<file path="src/rtl/coolgirl_cfg_pkg.sv">
// Shared definitions for the COOLGIRL configuration register block:
// register indices, control bit positions, window decode and the config record.
package coolgirl_cfg_pkg;

    // Register indices within the $5000-$5FFF window (address bits [2:0])
    localparam logic [2:0] REG_BASE_LO      = 3'd0;
    localparam logic [2:0] REG_BASE_HI      = 3'd1;
    localparam logic [2:0] REG_PRG_MASK     = 3'd2;
    localparam logic [2:0] REG_CHR_SRAM     = 3'd3;
    localparam logic [2:0] REG_MAPPER       = 3'd4;
    localparam logic [2:0] REG_FLAGS        = 3'd5;
    localparam logic [2:0] REG_MAPPER_FLAGS = 3'd6;
    localparam logic [2:0] REG_CTRL         = 3'd7;

    // R7 control bit positions
    localparam int unsigned CTRL_COMMIT_BIT = 0;
    localparam int unsigned CTRL_REVERT_BIT = 1;
    localparam int unsigned CTRL_LOCK_BIT   = 7;

    // CPU address bits [14:12] selecting the config window
    localparam logic [2:0] CFG_WINDOW = 3'b101;

    // Configuration record shared by shadow, active and the mapper logic
    typedef struct packed {
        logic [12:0] cpu_base;
        logic [6:0]  prg_mask;
        logic [4:0]  chr_mask;
        logic [1:0]  sram_page;
        logic        sram_enabled;
        logic        prg_write_enabled;
        logic        chr_write_enabled;
        logic        map_rom_on_6000;
        logic        four_screen;
        logic [1:0]  mirroring;
        logic [7:0]  mapper;
        logic [7:0]  mapper_flags;
    } cfg_t;

    // Power-on configuration; the masks and CHR write enable are board-tunable
    function automatic cfg_t cfg_reset_value(
        input logic [6:0] prg_mask,
        input logic [4:0] chr_mask,
        input logic       chr_write
    );
        cfg_t r;
        r                   = '0;
        r.prg_mask          = prg_mask;
        r.chr_mask          = chr_mask;
        r.chr_write_enabled = chr_write;
        return r;
    endfunction

    // Merge one byte-wide register write into a record; R7 and unused bits do nothing
    function automatic cfg_t cfg_write_reg(
        input cfg_t       cur,
        input logic [2:0] idx,
        input logic [7:0] data
    );
        cfg_t r;
        r = cur;
        case (idx)
            REG_BASE_LO:      r.cpu_base[7:0]  = data;
            REG_BASE_HI:      r.cpu_base[12:8] = data[4:0];
            REG_PRG_MASK:     r.prg_mask       = data[6:0];
            REG_CHR_SRAM: begin
                r.chr_mask     = data[4:0];
                r.sram_page    = data[6:5];
                r.sram_enabled = data[7];
            end
            REG_MAPPER:       r.mapper         = data;
            REG_FLAGS: begin
                r.prg_write_enabled = data[0];
                r.chr_write_enabled = data[1];
                r.map_rom_on_6000   = data[2];
                r.four_screen       = data[3];
                r.mirroring         = data[5:4];
            end
            REG_MAPPER_FLAGS: r.mapper_flags   = data;
            default: ;
        endcase
        return r;
    endfunction

endpackage

</file>
<file path="src/rtl/coolgirl_cfg_bank.sv">
// One configuration record register: byte-wide register writes plus a
// whole-record load, with load taking priority.
module coolgirl_cfg_bank
    import coolgirl_cfg_pkg::*;
#(
    parameter cfg_t RESET_VAL = '0
) (
    input  logic       clk,
    input  logic       reset,
    input  logic       wr_en,
    input  logic [2:0] wr_idx,
    input  logic [7:0] wr_data,
    input  logic       load_en,
    input  cfg_t       load_val,
    output cfg_t       cfg
);

    cfg_t cfg_d;
    cfg_t cfg_q;

    // Next record: full load wins over a single register write
    always_comb begin
        cfg_d = cfg_q;
        if (load_en) begin
            cfg_d = load_val;
        end else if (wr_en) begin
            cfg_d = cfg_write_reg(cfg_q, wr_idx, wr_data);
        end
    end

    // Record storage with synchronous reset
    always_ff @(posedge clk) begin
        if (reset) begin
            cfg_q <= RESET_VAL;
        end else begin
            cfg_q <= cfg_d;
        end
    end

    assign cfg = cfg_q;

endmodule

</file>
<file path="src/rtl/coolgirl_config_regs.sv">
// COOLGIRL configuration register block: decodes CPU writes in $5000-$5FFF
// into a shadow record, commits it atomically to the active record, and can
// lock the configuration until reset.
module coolgirl_config_regs
    import coolgirl_cfg_pkg::*;
#(
    parameter logic [6:0] RESET_PRG_MASK  = 7'h7E,
    parameter logic [4:0] RESET_CHR_MASK  = 5'h1F,
    parameter logic       RESET_CHR_WRITE = 1'b1
) (
    input  logic        m2,
    input  logic        reset,
    input  logic        cpu_wr_stb,
    input  logic        romsel,
    input  logic [14:0] cpu_addr_in,
    input  logic [7:0]  cpu_data_in,
    output logic [12:0] cpu_base,
    output logic [6:0]  prg_mask,
    output logic [4:0]  chr_mask,
    output logic [1:0]  sram_page,
    output logic        sram_enabled,
    output logic        prg_write_enabled,
    output logic        chr_write_enabled,
    output logic        map_rom_on_6000,
    output logic        four_screen,
    output logic [1:0]  mirroring,
    output logic [7:0]  mapper,
    output logic [7:0]  mapper_flags,
    output logic        commit_pulse,
    output logic        locked
);

    localparam logic STATE_UNLOCKED = 1'b0;
    localparam logic STATE_LOCKED   = 1'b1;

    localparam cfg_t RESET_CFG = cfg_reset_value(RESET_PRG_MASK, RESET_CHR_MASK, RESET_CHR_WRITE);

    logic       state_d, state_q;
    logic       commit_pulse_d, commit_pulse_q;

    logic       cfg_access;
    logic [2:0] reg_idx;
    logic       shadow_wr;
    logic       do_commit;
    logic       do_revert;
    logic       unused_addr_bits;

    cfg_t       shadow_cfg;
    cfg_t       active_cfg;

    // Address bits [11:3] only mirror the eight registers across the window
    assign unused_addr_bits = ^cpu_addr_in[11:3];

    // Access decode; everything is suppressed once locked
    always_comb begin
        cfg_access = cpu_wr_stb & romsel & (cpu_addr_in[14:12] == CFG_WINDOW)
                     & (state_q == STATE_UNLOCKED);
        reg_idx    = cpu_addr_in[2:0];
        shadow_wr  = cfg_access & (reg_idx != REG_CTRL);
        do_commit  = cfg_access & (reg_idx == REG_CTRL) & cpu_data_in[CTRL_COMMIT_BIT];
        do_revert  = cfg_access & (reg_idx == REG_CTRL) & cpu_data_in[CTRL_REVERT_BIT]
                     & ~cpu_data_in[CTRL_COMMIT_BIT];
    end

    // Lock FSM and commit pulse next-state
    always_comb begin
        state_d        = state_q;
        commit_pulse_d = do_commit;
        if (do_commit && cpu_data_in[CTRL_LOCK_BIT]) begin
            state_d = STATE_LOCKED;
        end
    end

    // Lock state and commit pulse registers
    always_ff @(posedge m2) begin
        if (reset) begin
            state_q        <= STATE_UNLOCKED;
            commit_pulse_q <= 1'b0;
        end else begin
            state_q        <= state_d;
            commit_pulse_q <= commit_pulse_d;
        end
    end

    coolgirl_cfg_bank #(
        .RESET_VAL (RESET_CFG)
    ) u_shadow (
        .clk      (m2),
        .reset    (reset),
        .wr_en    (shadow_wr),
        .wr_idx   (reg_idx),
        .wr_data  (cpu_data_in),
        .load_en  (do_revert),
        .load_val (active_cfg),
        .cfg      (shadow_cfg)
    );

    coolgirl_cfg_bank #(
        .RESET_VAL (RESET_CFG)
    ) u_active (
        .clk      (m2),
        .reset    (reset),
        .wr_en    (1'b0),
        .wr_idx   ('0),
        .wr_data  ('0),
        .load_en  (do_commit),
        .load_val (shadow_cfg),
        .cfg      (active_cfg)
    );

    assign cpu_base          = active_cfg.cpu_base;
    assign prg_mask          = active_cfg.prg_mask;
    assign chr_mask          = active_cfg.chr_mask;
    assign sram_page         = active_cfg.sram_page;
    assign sram_enabled      = active_cfg.sram_enabled;
    assign prg_write_enabled = active_cfg.prg_write_enabled;
    assign chr_write_enabled = active_cfg.chr_write_enabled;
    assign map_rom_on_6000   = active_cfg.map_rom_on_6000;
    assign four_screen       = active_cfg.four_screen;
    assign mirroring         = active_cfg.mirroring;
    assign mapper            = active_cfg.mapper;
    assign mapper_flags      = active_cfg.mapper_flags;
    assign commit_pulse      = commit_pulse_q;
    assign locked            = (state_q == STATE_LOCKED);

endmodule

</file>
<file path="config.mk">
export PLATFORM = sky130hd
export DESIGN_NAME = coolgirl_config_regs
export DESIGN_NICKNAME = d
export VERILOG_FILES = /design/src/rtl/coolgirl_cfg_pkg.sv /design/src/rtl/coolgirl_cfg_bank.sv /design/src/rtl/coolgirl_config_regs.sv
export SDC_FILE = /design/constraint.sdc
export NUM_CORES = 1
export LEC_CHECK = 0
export CORE_AREA = 2 2 122 124
export CTS_CLUSTER_DIAMETER = 200
export DETAILED_ROUTE_END_ITERATION = 7
export DIE_AREA = 0 0 124 126
export GPL_TIMING_DRIVEN = 0
export PLACE_DENSITY = 0.53
export SLEW_MARGIN = 40
export SYNTH_ARGS = -nofsm -noshare
export SYNTH_HDL_FRONTEND = slang
export SYNTH_SLANG_ARGS = --single-unit
</file>
<file path="constraint.sdc">
create_clock -name m2 -period 2.4 [get_ports m2]
set_input_delay 0.36 -clock m2 [delete_from_list [all_inputs] [get_ports m2]]
set_output_delay 0.36 -clock m2 [all_outputs]
set_load 0.01 [all_outputs]
</file>
# Yosys cells after proc, flatten, opt, wreduce, memory -nomap -nowiden
# Cells that the tools add are included.
[totals]
regBits = 102
latch_bits = 0
ram_bits = 0
rom_bits = 0
out_inout_bits = 52
word_cells = 72
n_memories = 0
[classes]
addsub = 0
multipliers = 0
div_mod_pow = 0
order_cmp = 0
n_eq_ne = 9
shifts = 0
mux = 9
bitwise_logic = 10
n_reduce_logical = 17
[ops]
columns = ["op", "n"]
rows = [
  ["$mux 50", 2],
  ["$mux 8", 4],
  ["$reduce_bool 2->1", 8],
  ["$eq 3x3->1 const B", 5],
  ["$reduce_and 2->1", 7],
  ["$and 1x1->1", 8],
  ["$mux 7", 1],
  ["$eq 3x2->1 const B", 2],
  ["$mux 6", 1],
  ["$mux 5", 1],
  ["$eq 3x1->1 const B", 1],
  ["$logic_not 3->1", 1],
  ["$ne 3x3->1 const B", 1],
  ["$not 1->1", 2],
  ["$logic_and 1x1->1", 1],
]

# Logic depth before layout (Yosys ltp)
# Gate-level depths: netlist of run 1.
[logic_depth]
word_depth = 8
mapped_depth = 7
depth_no_buf = 4

# Hierarchy
# A second synthesis of run 1 with hierarchy kept.
[unflattened]
cells_unflattened = 573
hier_area_um2 = 5178.7
[modules_own_cells]
columns = ["mod", "n_inst", "cells_per_inst", "area_each_um2"]
rows = [
  ["coolgirl_cfg_bank", 2, 279, 2528.7],
  ["coolgirl_config_regs", 1, 15, 121.4],
]

# Worst setup path after synthesis of run 1
# No wires, ideal clock.
[synth_timing]
path_type = "input to register"
startpoint = "in cpu_addr_in[13]"
endpoint = "reg u_active.cfg_q, in the netlist u_active.cfg[20]"
setup_ps = 137
arrival_ps = 1660
setup_slack_ps = 603
cell_stages = 6
n_path_buf = 2
cell_sequence = "nand4bb_4 -> or4_1 -> buf_2 -> buf_2 -> nand2_1 -> nand3_1"
[synth_between]
elab_chain_len = 5
[synth_lines]
columns = ["item", "line_no", "source"]
rows = [
  ["from (decl)", "coolgirl_config_regs.sv:15", "input logic [14:0] cpu_addr_in,"],
  ["$eq 3x3->1", "coolgirl_config_regs.sv:56", "cfg_access = cpu_wr_stb & romsel & (cpu_addr_in[14:12] == CFG_WINDOW)"],
  ["$and 1x1->1", "coolgirl_config_regs.sv:56", ""],
  ["$and 1x1->1", "coolgirl_config_regs.sv:57", "& (state_q == STATE_UNLOCKED);"],
  ["$and 1x1->1 (2 in a row)", "coolgirl_config_regs.sv:60", "do_commit = cfg_access & (reg_idx == REG_CTRL) & cpu_data_in[CTRL_COMMIT_BIT];"],
  ["to (signal assigned)", "coolgirl_cfg_bank.sv:36", "cfg_q <= cfg_d;"],
  ["to (decl)", "coolgirl_cfg_bank.sv:19", "cfg_t cfg_q;"],
]
# No other way between the ends.
# A chain may end at the register's enable or synchronous reset.

# Final worst setup path of run 1
[layout_timing]
startpoint = "in cpu_data_in[1]"
endpoint = "reg u_shadow.cfg_q, in the netlist u_shadow.cfg[23]"
[layout_between]
elab_chain_len = 4
elab_cells_between_ends = 6
classes_between = "1 x mux; 2 x bitwise; 3 x reduce/logical"
[layout_lines]
columns = ["item", "line_no", "source"]
rows = [
  ["from (decl)", "coolgirl_config_regs.sv:16", "input logic [7:0] cpu_data_in,"],
  ["$and 1x1->1 (*)", "coolgirl_config_regs.sv:61", "do_revert = cfg_access & (reg_idx == REG_CTRL) & cpu_data_in[CTRL_REVERT_BIT]"],
  ["$and 1x1->1 (*)", "coolgirl_config_regs.sv:62", "& ~cpu_data_in[CTRL_COMMIT_BIT];"],
  ["$reduce_bool 2->1 (no line)", "n/a", ""],
  ["$reduce_and 2->1 (no line)", "n/a", ""],
  ["to (signal assigned)", "coolgirl_cfg_bank.sv:36", ""],
  ["to (decl)", "coolgirl_cfg_bank.sv:19", ""],
]
# Mark *: on every way between the ends. The rest lies on a longest branch, timed or not.

==> out/qor.csv, run 1 <==
stage;metric;value;unit
routing;drt_iter0_markers;366;
critical_path;crit_arrival;2430;ps
final_layout;nNetsFinal;602;
routing;drcViolationCount;0;
outcome;status;finished clean;
routing;wl_per_cell;17.4;µm
power_and_ir_drop;ir_drop;414;µV
routing;routed_wl;13300;µm
synthesis;yosys-top-cells-area;dfxtp_1, nand2_1, a21oi_1;
clock_network;cts_tree;yes;
critical_path;path_class;in -> reg;
critical_path;cp_top_family;simple AND/OR/NAND/NOR gates;
critical_path;required;2590;ps
critical_path;crit_buf_inv;2;
grt;grt_overflow_total;0;
synthesis;syn-mean-instance-area;8.46;µm²
clock_network;root_buffer;clkbuf_16;
synthesis;syn_nets;521;
final_layout;final_common_cell;nand2_1;
sta;finClkSkew;7.64;ps
sta;post-route-period-util;93.2;%
grt;grt_pass1_wl;20900;µm
sta;worst_slew_pin_slew;689;ps
critical_path;worst_setup_path_start_kind;input pin;
synthesis;synth_cell_types;44;
critical_path;worst_setup_path_end_kind;register;
power_and_ir_drop;power.total;0.00356;W
die;die_y;126;µm
synthesis;synth_top_area_share;48.8;%
sta;maxSlewHeadroom;53.8;%
placed_design;place.gp.congestion;0.826;
synthesis;synth_seq_cells;102;
synthesis;yosys_warnings;0;
critical_path;critPathMaxStageDelay;540;ps
routing;drt_pass1_iterations;5;
synthesis;seq_area_frac_synth;48.8;%
routing;via_per_inst;5.05;
synthesis;synth-edff-count;0;
die;coreArea;14300;µm²
die;rows;44;
power_and_ir_drop;power_density;649;nW/µm²
synthesis;synth_area_leader_cell;dfxtp_1;
synthesis;synth_flop_cell;dfxtp_1;
critical_path;worstPathMaxFanout;10;
clock_network;h-tree-depth;3;
hold_path;hold_path_class;in -> reg;
grt;grt_pass1_vias;3767;
critical_path;crit_slowest_cell;or4_4;
sta;hold_viol;0;
final_layout;drive_above_1_share;9.33;%
clock_network;clock_latency;340;ps
sta;max_freq;0.447;GHz
final_layout;diodes;0;
clock_network;cts.sinks;102;
sta;rsz0062_at_grt;no;
synthesis;async_flop_share;0;%
synthesis;syn-instance-count;494;
synthesis;netlist_area;4180;µm²
sta;min_period;2240;ps
final_layout;area_growth;30.9;%
grt;grt.total_usage;17.5;%
placed_design;dp_hpwl;9140;µm
die;die_w;124;µm
critical_path;crit_chain;clkdlybuf4s50_1 > buf_2 > nand3b_1 > or4_4 > nand2_1 > a311oi_1;
power_and_ir_drop;leakagePower;1.81;nW
clock_network;cts_buffer_depth;2;
grt;grt_max_degree;17;
final_layout;final_cell_area;5480;µm²
clock_network;clkTransAtPathRegs;70;ps
sta;setup_violations;0;
die;start_util;29.2;%
routing;antenna_left;0;
placed_design;io_buffers;67;
sta;holdWs;441;ps
die;io_pins;79;
routing;vias;3853;
placed_design;placed_cell_area;5100;µm²
clock_network;numCtsBuffers;9;
job;drv_cap;0;
grt;antenna_found_initial;0;
final_layout;layout_common_cells;nand2_1, dfxtp_1, clkdlybuf4s50_1, a21oi_1, nor2_1;
die;design.die.area;15600;µm²
sta;drv_slew;0;
final cells by class:
type,count,area [µm²]
Fill cell,1441,8840
Sequential cell,102,2040
Multi-Input combinational cell,348,1900
Timing Repair Buffer,70,693
Buffer,37,246
Tap cell,184,230
Clock buffer,10,229
Clock inverter,5,106
Inverter,7,26.3
worst paths after layout:
kind                                       from               end  slack [ps]  cells after the start
worst max register to register           locked  u_shadow.cfg[23]         310                      5
worst min register to register  u_shadow.cfg[1]   u_active.cfg[1]         450                      2
worst max-delay path             cpu_data_in[1]  u_shadow.cfg[23]         160                      6
worst min-delay path             cpu_addr_in[0]   u_shadow.cfg[6]         440                      4
kinds of logic after synthesis:
group | Yosys count | share of synthesized area [%]
and+or+nand+nor | 210 | 22.4
AOI/OAI and AO/OA | 138 | 22.2
buffers and inverters | 44 | 6.52
DFF | 102 | 48.8
power breakdown:
group / switching (W) / internal (W) / total, W
registers: 0.00000236 / 0.00170 / 0.00170
clock network: 0.000655 / 0.00102 / 0.00167
logic: 0.000124 / 0.0000606 / 0.000185
total: 0.000781 / 0.00277 / 0.00356
cells in the mapped netlist, types with 3 or more instances:
| cell type | n |
|---|---|
| nand3_1 | 8 |
| buf_4 | 6 |
| nand2_1 | 135 |
| a31oi_1 | 7 |
| o21ai_0 | 9 |
| inv_1 | 6 |
| nand3b_1 | 4 |
| buf_6 | 10 |
| nor2_1 | 41 |
| a32oi_1 | 3 |
| a21oi_1 | 62 |
| a211oi_1 | 16 |
| nor3_1 | 4 |
| o22ai_1 | 3 |
| buf_2 | 8 |
| dfxtp_1 | 102 |
| o211ai_1 | 4 |
| clkbuf_1 | 13 |
| a311oi_1 | 19 |
repair_timing:
item,4_1_cts,5_1_grt
setup buffers,0,3
gates resized for setup,0,1
hold buffers,0,0
endpoints found under the setup margin,0,30
per-layer routing:
layer / global-route usage [%] / wire length [µm]
met5: 0 / 0
met1: 23.7 / 6080
met2: 28.7 / 6220
met4: 5.55 / 242
met3: 2.63 / 717
stage by stage:
stage | cells | worst slack, ps | setup TNS, ps | util (%)
2_1_floorplan | 494 | 603 | 0 | -
3_3_place_gp | 745 | -303 | -10250 | 35.5
3_5_place_dp | 745 | -264 | -11590 | 35.6
4_1_cts | 760 | 36.9 | 0 | 38.0
5_1_grt | 763 | 22.2 | 0 | 38.3
6_report | 763 | 162 | 0 | 38.3
worst reg2reg max path, stage by stage, from the launching register on:
cell and delay, ps:
dfxtp_1 350, nand4bb_4 280, buf_6 200, or4_4 580, nand2_1 350, a311oi_1 180
registers in the layout, indices dropped and copies added, names as in the netlist:
| register | count |
|---|---|
| u_shadow.cfg | 50 |
| u_active.cfg | 50 |
| commit_pulse | 1 |
| locked | 1 |
Power figures use the tool's default switching activity.
==> run 2: changes to the inputs <==
--- a/config.mk
+++ b/config.mk
@@ -15,3 +15,4 @@
 export SYNTH_ARGS = -nofsm -noshare
 export SYNTH_HDL_FRONTEND = slang
 export SYNTH_SLANG_ARGS = --single-unit
+export TNS_END_PERCENT = 100
==> results of run 2 <==
The final DEF is identical to that of run 1; final timing and power are the same.
